<file path="src/rtl/alu_console_pkg.sv">
// Shared types and constants for the ALU lab-board console: multiplier states,
// display slot numbers, slot names and touchscreen write-target encodings.
package alu_console_pkg;

    typedef enum logic [1:0] {
        IDLE = 2'd0,
        BUSY = 2'd1,
        DONE = 2'd2
    } mul_state_e;

    localparam logic [1:0] SEL_NONE = 2'b00;
    localparam logic [1:0] SEL_CTRL = 2'b01;
    localparam logic [1:0] SEL_SRC1 = 2'b10;
    localparam logic [1:0] SEL_SRC2 = 2'b11;

    localparam logic [5:0] SLOT_SRC1  = 6'd1;
    localparam logic [5:0] SLOT_SRC2  = 6'd2;
    localparam logic [5:0] SLOT_CONTR = 6'd3;
    localparam logic [5:0] SLOT_RESUL = 6'd4;
    localparam logic [5:0] SLOT_ODD   = 6'd5;
    localparam logic [5:0] SLOT_HIGH  = 6'd6;
    localparam logic [5:0] SLOT_LOW   = 6'd7;
    localparam logic [5:0] SLOT_STAT  = 6'd8;

    // Five ASCII characters, left-justified and space-padded.
    localparam logic [39:0] NAME_SRC1  = "SRC_1";
    localparam logic [39:0] NAME_SRC2  = "SRC_2";
    localparam logic [39:0] NAME_CONTR = "CONTR";
    localparam logic [39:0] NAME_RESUL = "RESUL";
    localparam logic [39:0] NAME_ODD   = "ODD  ";
    localparam logic [39:0] NAME_HIGH  = "HIGH ";
    localparam logic [39:0] NAME_LOW   = "LOW  ";
    localparam logic [39:0] NAME_STAT  = "STAT ";

endpackage

</file>
<file path="src/rtl/iter_mult.sv">
// Iterative shift-add multiplier: one partial product per cycle over DATA_W
// cycles, magnitude/sign handling for signed operands, start/busy/done handshake.
module iter_mult
    import alu_console_pkg::*;
#(
    parameter int DATA_W = 32
) (
    input  logic              clk,
    input  logic              reset,
    input  logic              start_i,
    input  logic              abort_i,
    input  logic              signed_i,
    input  logic [DATA_W-1:0] a_i,
    input  logic [DATA_W-1:0] b_i,
    output logic              start_ack_o,
    output logic              busy_o,
    output logic              done_o,
    output logic [DATA_W-1:0] hi_o,
    output logic [DATA_W-1:0] lo_o,
    output logic [7:0]        steps_o
);
    localparam int CNT_W = $clog2(DATA_W + 1);

    mul_state_e          state_q, state_d;
    logic [DATA_W-1:0]   mcand_q;
    logic [2*DATA_W-1:0] prod_q;
    logic                neg_q;
    logic [CNT_W-1:0]    cnt_q;
    logic [DATA_W-1:0]   hi_q, lo_q;
    logic [7:0]          steps_q;

    logic                step_en, finish;
    logic [DATA_W:0]     partial;
    logic [2*DATA_W-1:0] prod_step, prod_final;
    logic [DATA_W-1:0]   a_mag, b_mag;

    assign a_mag = (signed_i && a_i[DATA_W-1]) ? -a_i : a_i;
    assign b_mag = (signed_i && b_i[DATA_W-1]) ? -b_i : b_i;

    // Upper half accumulates the multiplicand; the multiplier shifts out of the lower half.
    assign partial    = {1'b0, prod_q[2*DATA_W-1:DATA_W]} + (prod_q[0] ? {1'b0, mcand_q} : '0);
    assign prod_step  = {partial, prod_q[DATA_W-1:1]};
    assign prod_final = neg_q ? -prod_step : prod_step;

    always_comb begin
        // NOTE: every always_comb output gets a default first so no path leaves it unassigned (no latch).
        state_d     = state_q;
        start_ack_o = 1'b0;
        step_en     = 1'b0;
        finish      = 1'b0;
        case (state_q)
            IDLE: begin
                if (start_i) begin
                    state_d     = BUSY;
                    start_ack_o = 1'b1;
                end
            end
            BUSY: begin
                if (abort_i) begin
                    state_d = IDLE;
                end else begin
                    step_en = 1'b1;
                    if (cnt_q == CNT_W'(1)) begin
                        state_d = DONE;
                        finish  = 1'b1;
                    end
                end
            end
            DONE: begin
                if (start_i) begin
                    state_d     = BUSY;
                    start_ack_o = 1'b1;
                end else begin
                    state_d = IDLE;
                end
            end
            default: state_d = IDLE;
        endcase
    end

    // NOTE: reset is synchronous, so it is tested inside the clocked block, and state uses <= only.
    always_ff @(posedge clk) begin
        if (reset) begin
            state_q <= IDLE;
            mcand_q <= '0;
            prod_q  <= '0;
            neg_q   <= 1'b0;
            cnt_q   <= '0;
            hi_q    <= '0;
            lo_q    <= '0;
            steps_q <= '0;
        end else begin
            state_q <= state_d;
            if (start_ack_o) begin
                mcand_q <= a_mag;
                prod_q  <= {{DATA_W{1'b0}}, b_mag};
                neg_q   <= signed_i && (a_i[DATA_W-1] ^ b_i[DATA_W-1]);
                cnt_q   <= CNT_W'(DATA_W);
                steps_q <= '0;
            end else if (step_en) begin
                prod_q  <= prod_step;
                cnt_q   <= cnt_q - CNT_W'(1);
                steps_q <= steps_q + 8'd1;
                if (finish) begin
                    {hi_q, lo_q} <= prod_final;
                end
            end
        end
    end

    assign busy_o  = (state_q == BUSY);
    assign done_o  = (state_q == DONE);
    assign hi_o    = hi_q;
    assign lo_o    = lo_q;
    assign steps_o = steps_q;

endmodule

</file>
<file path="src/rtl/alu_console.sv">
// ALU lab-board console: touchscreen write capture, optional iterative multiplier
// (built when ALU_CONSOLE_MUL_EN is defined) and a registered numbered display mux.
module alu_console
    import alu_console_pkg::*;
#(
    parameter int DATA_W   = 32,
    parameter int CTRL_W   = 14,
    parameter int MUL_BIT  = 2,
    parameter int SIGN_BIT = 3
) (
    input  logic              clk,
    input  logic              reset,
    input  logic              input_valid,
    input  logic [1:0]        input_sel,
    input  logic [31:0]       input_value,
    output logic [CTRL_W-1:0] alu_control,
    output logic [DATA_W-1:0] alu_src1,
    output logic [DATA_W-1:0] alu_src2,
    input  logic [DATA_W-1:0] alu_result,
    input  logic [DATA_W-1:0] alu_aux,
    input  logic [5:0]        display_number,
    output logic              display_valid,
    output logic [39:0]       display_name,
    output logic [31:0]       display_value,
    output logic              mul_busy,
    output logic              mul_done
);
    if (DATA_W < 8 || DATA_W > 32 || (DATA_W % 2) != 0 || CTRL_W < 4 || CTRL_W > 32 ||
        MUL_BIT >= CTRL_W || SIGN_BIT >= CTRL_W) begin : g_bad_params
        $error("alu_console: illegal parameter set");
    end

    logic [CTRL_W-1:0] ctrl_q, ctrl_d;
    logic [DATA_W-1:0] src1_q, src1_d, src2_q, src2_d;
    logic              disp_valid_q, disp_valid_d;
    logic [39:0]       disp_name_q, disp_name_d;
    logic [31:0]       disp_value_q, disp_value_d;
    logic [DATA_W-1:0] hi_view, lo_view;
    logic [31:0]       stat_word;

    always_comb begin
        ctrl_d = ctrl_q;
        src1_d = src1_q;
        src2_d = src2_q;
        if (input_valid) begin
            case (input_sel)
                SEL_CTRL: ctrl_d = input_value[CTRL_W-1:0];
                SEL_SRC1: src1_d = input_value[DATA_W-1:0];
                SEL_SRC2: src2_d = input_value[DATA_W-1:0];
                default:  ;
            endcase
        end
    end

`ifdef ALU_CONSOLE_MUL_EN
    logic              wr_en, start_pending_q, start_pending_d;
    logic              done_sticky_q, done_sticky_d;
    logic              start_ack, mult_busy, mult_done;
    logic [DATA_W-1:0] mult_hi, mult_lo;
    logic [7:0]        mult_steps;

    assign wr_en = input_valid && (input_sel != SEL_NONE);

    // A new trigger outranks the acknowledge so a write landing on BUSY entry still restarts.
    always_comb begin
        start_pending_d = start_pending_q;
        done_sticky_d   = done_sticky_q;
        if (start_ack)                start_pending_d = 1'b0;
        if (wr_en && ctrl_d[MUL_BIT]) start_pending_d = 1'b1;
        if (mult_done)                done_sticky_d   = 1'b1;
        if (wr_en)                    done_sticky_d   = 1'b0;
    end

    always_ff @(posedge clk) begin
        if (reset) begin
            start_pending_q <= 1'b0;
            done_sticky_q   <= 1'b0;
        end else begin
            start_pending_q <= start_pending_d;
            done_sticky_q   <= done_sticky_d;
        end
    end

    iter_mult #(
        .DATA_W(DATA_W)
    ) u_iter_mult (
        .clk        (clk),
        .reset      (reset),
        .start_i    (start_pending_q),
        .abort_i    (start_pending_q || !ctrl_q[MUL_BIT]),
        .signed_i   (ctrl_q[SIGN_BIT]),
        .a_i        (src1_q),
        .b_i        (src2_q),
        .start_ack_o(start_ack),
        .busy_o     (mult_busy),
        .done_o     (mult_done),
        .hi_o       (mult_hi),
        .lo_o       (mult_lo),
        .steps_o    (mult_steps)
    );

    assign mul_busy  = mult_busy;
    assign mul_done  = mult_done;
    assign hi_view   = ctrl_q[MUL_BIT] ? mult_hi : '0;
    assign lo_view   = ctrl_q[MUL_BIT] ? mult_lo : '0;
    assign stat_word = {mult_busy, done_sticky_q, 22'd0, mult_steps};
`else
    assign mul_busy  = 1'b0;
    assign mul_done  = 1'b0;
    assign hi_view   = '0;
    assign lo_view   = '0;
    assign stat_word = '0;
`endif

    always_comb begin
        disp_valid_d = 1'b1;
        disp_name_d  = '0;
        disp_value_d = '0;
        case (display_number)
            SLOT_SRC1:  begin disp_name_d = NAME_SRC1;  disp_value_d = 32'(src1_q);     end
            SLOT_SRC2:  begin disp_name_d = NAME_SRC2;  disp_value_d = 32'(src2_q);     end
            SLOT_CONTR: begin disp_name_d = NAME_CONTR; disp_value_d = 32'(ctrl_q);     end
            SLOT_RESUL: begin disp_name_d = NAME_RESUL; disp_value_d = 32'(alu_result); end
            SLOT_ODD:   begin disp_name_d = NAME_ODD;   disp_value_d = 32'(alu_aux);    end
            SLOT_HIGH:  begin disp_name_d = NAME_HIGH;  disp_value_d = 32'(hi_view);    end
            SLOT_LOW:   begin disp_name_d = NAME_LOW;   disp_value_d = 32'(lo_view);    end
            SLOT_STAT:  begin disp_name_d = NAME_STAT;  disp_value_d = stat_word;       end
            default:    disp_valid_d = 1'b0;
        endcase
    end

    always_ff @(posedge clk) begin
        if (reset) begin
            ctrl_q       <= '0;
            src1_q       <= '0;
            src2_q       <= '0;
            disp_valid_q <= 1'b0;
            disp_name_q  <= '0;
            disp_value_q <= '0;
        end else begin
            ctrl_q       <= ctrl_d;
            src1_q       <= src1_d;
            src2_q       <= src2_d;
            disp_valid_q <= disp_valid_d;
            disp_name_q  <= disp_name_d;
            disp_value_q <= disp_value_d;
        end
    end

    assign alu_control   = ctrl_q;
    assign alu_src1      = src1_q;
    assign alu_src2      = src2_q;
    assign display_valid = disp_valid_q;
    assign display_name  = disp_name_q;
    assign display_value = disp_value_q;

endmodule
</file>
<file path="config.mk">
export PLATFORM = sky130hd
export DESIGN_NAME = alu_console
export DESIGN_NICKNAME = d
export VERILOG_FILES = /design/src/rtl/alu_console_pkg.sv /design/src/rtl/iter_mult.sv /design/src/rtl/alu_console.sv
export SDC_FILE = /design/constraint.sdc
export NUM_CORES = 1
export LEC_CHECK = 0
export ABC_AREA = 0
export CORE_ASPECT_RATIO = 1.25
export CORE_MARGIN = 5
export CORE_UTILIZATION = 41
export CTS_CLUSTER_DIAMETER = 100
export DETAILED_ROUTE_END_ITERATION = 16
export GPL_TIMING_DRIVEN = 0
export MAX_ROUTING_LAYER = met4
export PLACE_DENSITY_LB_ADDON = 0.25
export RECOVER_POWER = 50
export SYNTH_ARGS = -nofsm -noshare
export SYNTH_HDL_FRONTEND = slang
export SYNTH_SLANG_ARGS = --single-unit
</file>
<file path="constraint.sdc">
create_clock -name clk -period 1.7 [get_ports clk]
set_input_delay 0.255 -clock clk [delete_from_list [all_inputs] [get_ports clk]]
set_output_delay 0.255 -clock clk [all_outputs]
set_load 0.1 [all_outputs]
</file>
## Yosys cells after proc, flatten, opt, wreduce, memory -nomap -nowiden

Cells that the tools add are included.

- Bits of input ports: 107
- Output and inout bits: 153
- Register bits: 151
- Word-level logic and storage cells: 24

- Reduce and logical (&&, ||, !) cells: 4
- Muxes and demuxes: 3
- Equality and inequality tests: 11

Operators with widths:

| kind | count |
|---|---|
| one-hot mux 39 bit (8 select lines) | 1 |
| one-hot mux 32 bit (5 select lines) | 1 |
| == test 6 x 3 -> 1 bit, second input constant | 4 |
| == test 6 x 2 -> 1 bit, second input constant | 2 |
| OR reduction 8 bit | 1 |
| == test 6 x 1 -> 1 bit, second input constant | 1 |
| == test 6 x 4 -> 1 bit, second input constant | 1 |
| AND reduction 2 bit | 3 |
| == test 2 bit, second input constant | 2 |
| == test 2 x 1 -> 1 bit, second input constant | 1 |
| 2-to-1 mux 1 bit | 1 |

## Logic depth before layout (Yosys ltp)

Gate-level depths: netlist of run 1.

- Depth in word-level cells: 3
- Gate-level depth with buffers: 6

## Worst setup path before layout of run 1

Ideal clock, no wire load.

- Path kind: reg2out
- Start point: reg disp_name_q[30], in the netlist display_name[30]
- End point: out display_name[30]
- Arrival time: 1374 ps
- Buffers on the path: 1
- Stages on the path, launching flop included: 2
- Slack: 71 ps
- Cells stage by stage: dfxtp_1 -> buf_4

RTL lines:

| element | RTL line | RTL |
|---|---|---|
| start, declared | alu_console.sv:36 | `logic [39:0] disp_name_q, disp_name_d;` |
| start signal, assigned | alu_console.sv:145 | `disp_name_q <= disp_name_d;` |
| end, declared | alu_console.sv:23 | `output logic [39:0] display_name,` |

No word-level cell between the ends.

## Worst setup path after layout of run 1

- Start point: in display_number[5]
- End point: reg disp_value_q[14], in the netlist display_value[14]

- Cells in the longest elaborated chain, start to end: 2
- Elaborated cells between the ends (all ways): 6
- Classes of those cells: eq/ne (5); mux (1)

Ends and longest elaborated chain:

| element | RTL line | RTL |
|---|---|---|
| start, declared | alu_console.sv:21 | `input logic [5:0] display_number,` |
| == test 6 x 3 -> 1 bit, or another cell as far along | alu_console.sv:119 | `case (display_number)` |
| one-hot mux 32 bit (5 select lines) * | alu_console.sv:119 |  |
| end signal, assigned | alu_console.sv:146 | `disp_value_q <= disp_value_d;` |
| end, declared | alu_console.sv:37 | `logic [31:0] disp_value_q, disp_value_d;` |

Mark *: on every way between the ends. The rest lies on a longest branch, timed or not.
A chain may end at the register's enable or synchronous reset.

==> results.yml, run 1 <==
setup_path:
  critPathRequiredTime_ns: 2.05
  critPathLaunchType: "input port"
  cp_slowest_stage_delay_ns: 0.58
  crit_chain: "clkdlybuf4s50_1 -> or4_4 -> nor2_4 -> buf_4 -> a22oi_1 -> a21oi_1"
  rr_startpoint: "alu_src2[23]$_SDFFE_PP0P_"
  cp-end-kind: "register"
  crit_slowest_cell: "or4_4"
  r2r_setup_slack_ns: 0.88
  cp.arrival_ns: 2.00
  worst_r2r_endpoint: "display_value[23]$_SDFF_PP0_"
  reg2regPathDepth: 2
  critPathKind: "in2reg"
  path_max_fanout: 10
drt:
  route.met2.wl_um: 10140
  wl_um: 19750
  drtPass1Iterations: 4
  drc: 0
  wl_met1_um: 7692
  via_per_inst: 5.093
  ant_nets: 0
  avgRoutedWirePerCell_um: 17.97
  dr.max_layer_used: "met4"
  wl_met3_um: 1544
  via_count: 5597
  drt_iter0_drc: 267
clock_tree:
  clk_pin_slew_worst_paths_ns: 0.06
  cts_tree: "done"
  cts_max_path_buffers: 2
  cts-htree-levels: 4
  clockRootBuffer: "clkbuf_16"
  cts-buffers-inserted: 17
  cts.sinks: 138
  clk-insertion-delay-late_ns: 0.41
logic_synthesis:
  synth-seq-area-share_pct: 51.02
  yosysMostFrequentCell: "nand2_1"
  syn_area_per_cell_um2: 8.568
  synth_top_cell_by_area: "dfxtp_1"
  yosysTopAreaCellShare_pct: 51.02
  synth.distinct_cells: 35
  netlist_area_mm2: 0.005415
  synthTopCellsByArea: "dfxtp_1, nand2_1, a21oi_1"
  synth-edff-count: 0
  synth_seq_cells: 138
  netlist_top_cells_count: "nand2_1, dfxtp_1, a21oi_1"
  syn_inst: 632
  async_flop_share_pct: 0
  yosys_most_used_dff: "dfxtp_1"
  yosys_warnings: 0
floorplan:
  die_x_um: 112.8
  die-area_mm2: 0.01562
  rows: 47
  coreArea_mm2: 0.01311
  die_h_um: 138.5
  io_pins: 260
  initial_core_util_pct: 41.29
pwr:
  power.total_w: 0.008472
  switching_share_pct: 29.58
  power_density_mw_per_mm2: 938.2
  irDropWorstVdd_v: 0.0006816
  p_comb_share_pct: 16.9
  clkPwrFrac_pct: 43.4
  leakagePower_nw: 3.181
  internal_power_w: 0.005966
  pwr-share-seq_pct: 39.7
  p_sw_w: 0.002506
timing:
  hold_viol_final: 0
  worst_slack_ns: 0.04970
  finClkSkew_ns: 0.007999
  setup_viol: 0
  period_share_pct: 97.08
  finalCriticalPeriod_ns: 1.650
  worst_pin_slew_ns: 0.8258
  drv_slew: 0
  slew_headroom_pct: 44.95
  holdWs_ns: 0.3907
  rsz0062_at_grt: "true"
  fmax_ghz: 0.6060
  final.setup.tns_ns: 0
global_route:
  grt_use_total_pct: 24.92
  grt_pass1_vias: 5431
  grt_overflow_total: 0
  antenna_found_initial: 0
  grt_max_degree: 17
  grt_pass1_wl_um: 29600
final_layout:
  n_fill_cell: 1046
  area_growth_pct: 66.75
  drive_gt1_share_pct: 26.19
  diodes: 0
  final_nets: 1022
placed_design:
  dp.final_hpwl_um: 14560
  gp_congestion: 0.9174
  preCtsSetupSlack_ns: -0.6913
  portBuffers: 248
min_path:
  hold_end: "display_name[32]$_SDFF_PP0_"
  whs_path_depth: 3
  min_from: "display_number[4]"
  worst_hold_path_type: "in2reg"
job:
  cap_violations: 0
status:
  status: "completed"
[logic make-up after synthesis]
logic type                after synthesis  synth area share [%]
and+or+nand+nor                       219                 17.93
AOI/OAI and AO/OA                     196                 21.70
DFF                                   138                 51.02
buffers and inverters                  63                 6.215
muxes                                  14                 2.911
xor gates and xnor gates                1                0.1618
other                                   1               0.06925
[layout by cell type (no fill, tap or decap), types with 3 or more instances in the layout]
master and instances:
o21a_1 9, nor3_1 3, clkbuf_16 17, buf_6 6
nand2b_1 7, and3_1 3, dfxtp_1 138, or2_2 4
clkbuf_1 30, conb_1 10, a22oi_1 64, buf_12 3
nor2_1 20, nand2_1 163, a21oi_1 118, mux2_2 14
clkdlybuf4s50_1 102, nor2_4 4, clkdlybuf4s15_2 139, inv_6 3
clkbuf_2 4, buf_4 22, buf_2 5, clkinvlp_4 4
[timing repair]
item	4_1_cts	5_1_grt
setup buffers	2	5
gates resized for setup	439	22
hold buffers	0	0
setup endpoints to repair	176	45
pin swaps	4	6
[registers in the layout, summed over array words and instances, names as in the netlist]
register,flops
alu_src1,32
display_name,27
alu_control,14
display_value,32
display_valid,1
alu_src2,32
[worst max-delay path by stage]
stage                                start                            to  slack (ns)
2_1_floorplan  display_name[30]$_SDFF_PP0_              display_name[30]        0.07
3_3_place_gp             display_number[2]   display_value[9]$_SDFF_PP0_       -0.65
3_5_place_dp             display_number[2]  display_value[10]$_SDFF_PP0_       -0.69
4_1_cts                  display_number[5]  display_value[30]$_SDFF_PP0_       0.001
5_1_grt                  display_number[5]  display_value[26]$_SDFF_PP0_       -0.01
6_report                 display_number[5]  display_value[14]$_SDFF_PP0_        0.05
[metrics by stage]
step | cells | utilization, % | instance area, um^2
after floorplan | 641 | - | 5449
after global placement | 1060 | 62.11 | 8145
after detailed placement | 1060 | 62.11 | 8145
after CTS | 1094 | 68.34 | 8962
after global routing | 1099 | 68.86 | 9030
final | 1099 | 68.86 | 9030
[power by group through the flow]
stage | clock (W) | combinational (W) | sequential (W)
2_1_floorplan | 0 | 0.000398 | 0.00394
3_5_place_dp | 0 | 0.00144 | 0.00343
6_report | 0.00368 | 0.00144 | 0.00336
5_1_grt | 0.00383 | 0.00149 | 0.00337
3_3_place_gp | 0 | 0.00143 | 0.00343
4_1_cts | 0.00369 | 0.00143 | 0.00336
[layout make-up]
cell class	instances	area, um^2	share of cell area (%)
buffer	62	361.6	4.004
clock buffer	19	442.9	4.905
tap	171	214.0	2.369
multi-input combinational	440	2365	26.19
sequential	138	2763	30.59
timing repair buffer	255	2736	30.30
clock inverter	13	143.9	1.593
inverter	1	3.754	0.04157
[layer usage]
layer  track usage [%]  up-vias
li1                  -     2713
met1             27.73     2618
met2             42.45      236
met3             7.124       30
met4             8.671        0
met5                 -        -
[worst max-delay path: cells and delay by family]
kind / cells / cell delay, ns
buffers and inverters: 2 / 0.70
AOI/OAI and AO/OA: 2 / 0.25
and+or+nand+nor: 2 / 0.78
Note: power is estimated with default switching activity, not from simulation.
==> inputs of run 2 (changes only) <==
--- a/config.mk
+++ b/config.mk
@@ -6,11 +6,13 @@
 export NUM_CORES = 1
 export LEC_CHECK = 0
 export ABC_AREA = 0
+export ABC_CLOCK_PERIOD_IN_PS = 1700
 export CORE_ASPECT_RATIO = 1.25
-export CORE_MARGIN = 5
+export CORE_MARGIN = 2
 export CORE_UTILIZATION = 41
 export CTS_CLUSTER_DIAMETER = 100
 export DETAILED_ROUTE_END_ITERATION = 16
+export GPL_ROUTABILITY_DRIVEN = 0
 export GPL_TIMING_DRIVEN = 0
 export MAX_ROUTING_LAYER = met4
 export PLACE_DENSITY_LB_ADDON = 0.25
==> results.yml, run 2 (synthesized netlist as in run 1, its figures left out) <==
placed_design:
  portBuffers: 248
  placed_cells: 1057
  dp.final_hpwl_um: 14270
  preCtsSetupSlack_ns: -0.6230
clock_tree:
  clk-insertion-delay-late_ns: 0.42
  cts-htree-levels: 4
  cts_tree: "done"
  ctsHoldBuffers: 0
  cts_max_path_buffers: 2
  cts-buffers-inserted: 17
  clockRootBuffer: "clkbuf_16"
  clk_pin_slew_worst_paths_ns: 0.06
  cts.sinks: 138
timing:
  finClkSkew_ns: 0.005319
  worst_pin_slew_ns: 0.7313
  hold_viol_final: 0
  period_share_pct: 97.80
  setup_viol: 0
  worst_slack_ns: 0.03732
  fmax_ghz: 0.6014
  rsz0062_at_grt: "false"
  slew_headroom_pct: 51.25
  drv_slew: 0
  finalCriticalPeriod_ns: 1.663
drt:
  via_count: 5628
  drtPass1Iterations: 5
  avgRoutedWirePerCell_um: 17.86
  drc: 0
  ant_nets: 0
  drt_iter0_drc: 288
  wl_um: 19590
  via_per_inst: 5.130
global_route:
  grt_max_degree: 17
  grt_pass1_vias: 5520
  grt_pass1_wl_um: 29500
  grt_use_total_pct: 28.05
  antenna_found_initial: 0
  grt_overflow_total: 0
final_layout:
  final_nets: 1023
  layout_commonest_cell: "nand2_1"
  diodes: 0
  stdcell_count: 1097
  drive_gt1_share_pct: 26.16
  area_growth_pct: 68.05
  mostFrequentLayoutCells: "nand2_1, clkdlybuf4s15_2, dfxtp_1"
setup_path:
  critPathRequiredTime_ns: 1.44
  cp-end-kind: "output pin"
  crit_slowest_cell: "clkdlybuf4s15_2"
  crit_chain: "clkdlybuf4s15_2"
  crit_family: "buffers and inverters"
  rr_startpoint: "alu_src2[23]$_SDFFE_PP0P_"
  critPathLaunchType: "register"
  cp_slowest_stage_delay_ns: 0.58
  reg2regPathDepth: 2
  cp.arrival_ns: 1.41
  timing.critical_path.buf_inv: 1
  r2r_setup_slack_ns: 0.85
  worst_r2r_endpoint: "display_value[23]$_SDFF_PP0_"
  crit_cells: 1
  path_max_fanout: 3
  critPathKind: "reg2out"
floorplan:
  die_h_um: 132.5
  die_x_um: 106.8
  initial_core_util_pct: 42.38
  rows: 46
  die-area_mm2: 0.01415
  io_pins: 260
  coreArea_mm2: 0.01278
min_path:
  hold_end: "display_name[9]$_SDFF_PP0_"
  whs_path_depth: 4
  min_from: "display_number[5]"
  worst_hold_path_type: "in2reg"
pwr:
  irDropWorstVdd_v: 0.0006139
  leakagePower_nw: 3.218
  power_density_mw_per_mm2: 967.7
job:
  cap_violations: 0
status:
  status: "completed"
-- run 2: cell types whose count changed in the layout (fill, tap and decap cells not counted), moves of 2 or more --
cell | before | now
clkbuf_8 | 1 | 4
inv_6 | 3 | 0
buf_2 | 5 | 3
buf_6 | 6 | 8
bufinv_16 | 2 | 4
clkdlybuf4s15_2 | 139 | 141
-- run 2: final cells by class --
class | instances | area, um^2
fill | 1019 | 3677
tap | 168 | 210.2
clock inverter | 10 | 163.9
multi-input combinational | 440 | 2362
clock buffer | 22 | 484.2
inverter | 1 | 3.754
timing repair buffer | 256 | 2744
buffer | 62 | 369.1
sequential | 138 | 2763
-- run 2: metrics by stage --
step	hold WS [ns]	util, %	instance area [um^2]	setup TNS [ns]	total power, W
final	0.3124	71.22	9100	0	0.008806
after global routing	0.3336	71.22	9100	0	0.009089
after CTS	0.3826	71.06	9080	0	0.008807
after detailed placement	0.4628	63.72	8142	-44.01	0.004867
after global placement	0.4546	63.72	8142	-41.92	0.004859
after floorplan	0.3910	-	5449	0	0.004343
-- run 2: layer usage --
metal | track usage (%) | part of all wire (%)
met5 | - | 0
met4 | 10.10 | 2.7
met3 | 7.980 | 7.3
met2 | 48.23 | 51
met1 | 30.69 | 39
-- run 2: worst max-delay path by stage --
stage | startpoint | to | slack (ns)
after floorplan | display_name[30]$_SDFF_PP0_ | display_name[30] | 0.07
after detailed placement | display_number[3] | display_value[3]$_SDFF_PP0_ | -0.62
after global routing | display_name[12]$_SDFF_PP0_ | display_name[12] | 0.004
final | alu_control[8]$_SDFFE_PP0P_ | alu_control[8] | 0.04
after global placement | display_number[3] | display_value[3]$_SDFF_PP0_ | -0.62
after CTS | display_number[3] | display_value[24]$_SDFF_PP0_ | 0.002
-- run 2: tightest hold or removal path: stages --
cell            delay (ns)
dlymetal6s2s_1        0.17
nor3_2                0.08
nand3_1               0.13
inv_1                 0.05
-- run 2: where the power goes --
group | internal, W | switching (W) | total, W
registers | 0.00331 | 0.0000549 | 0.00336
clock network | 0.00261 | 0.00140 | 0.00401
logic | 0.000447 | 0.000989 | 0.00144
-- run 2: timing repair --
item / 4_1_cts / 5_1_grt
pin swaps: 7 / 4
buffers inserted: 7 / 0
cloned: 0 / 1
gates resized for setup: 443 / 14
endpoints found under the setup margin: 175 / 38
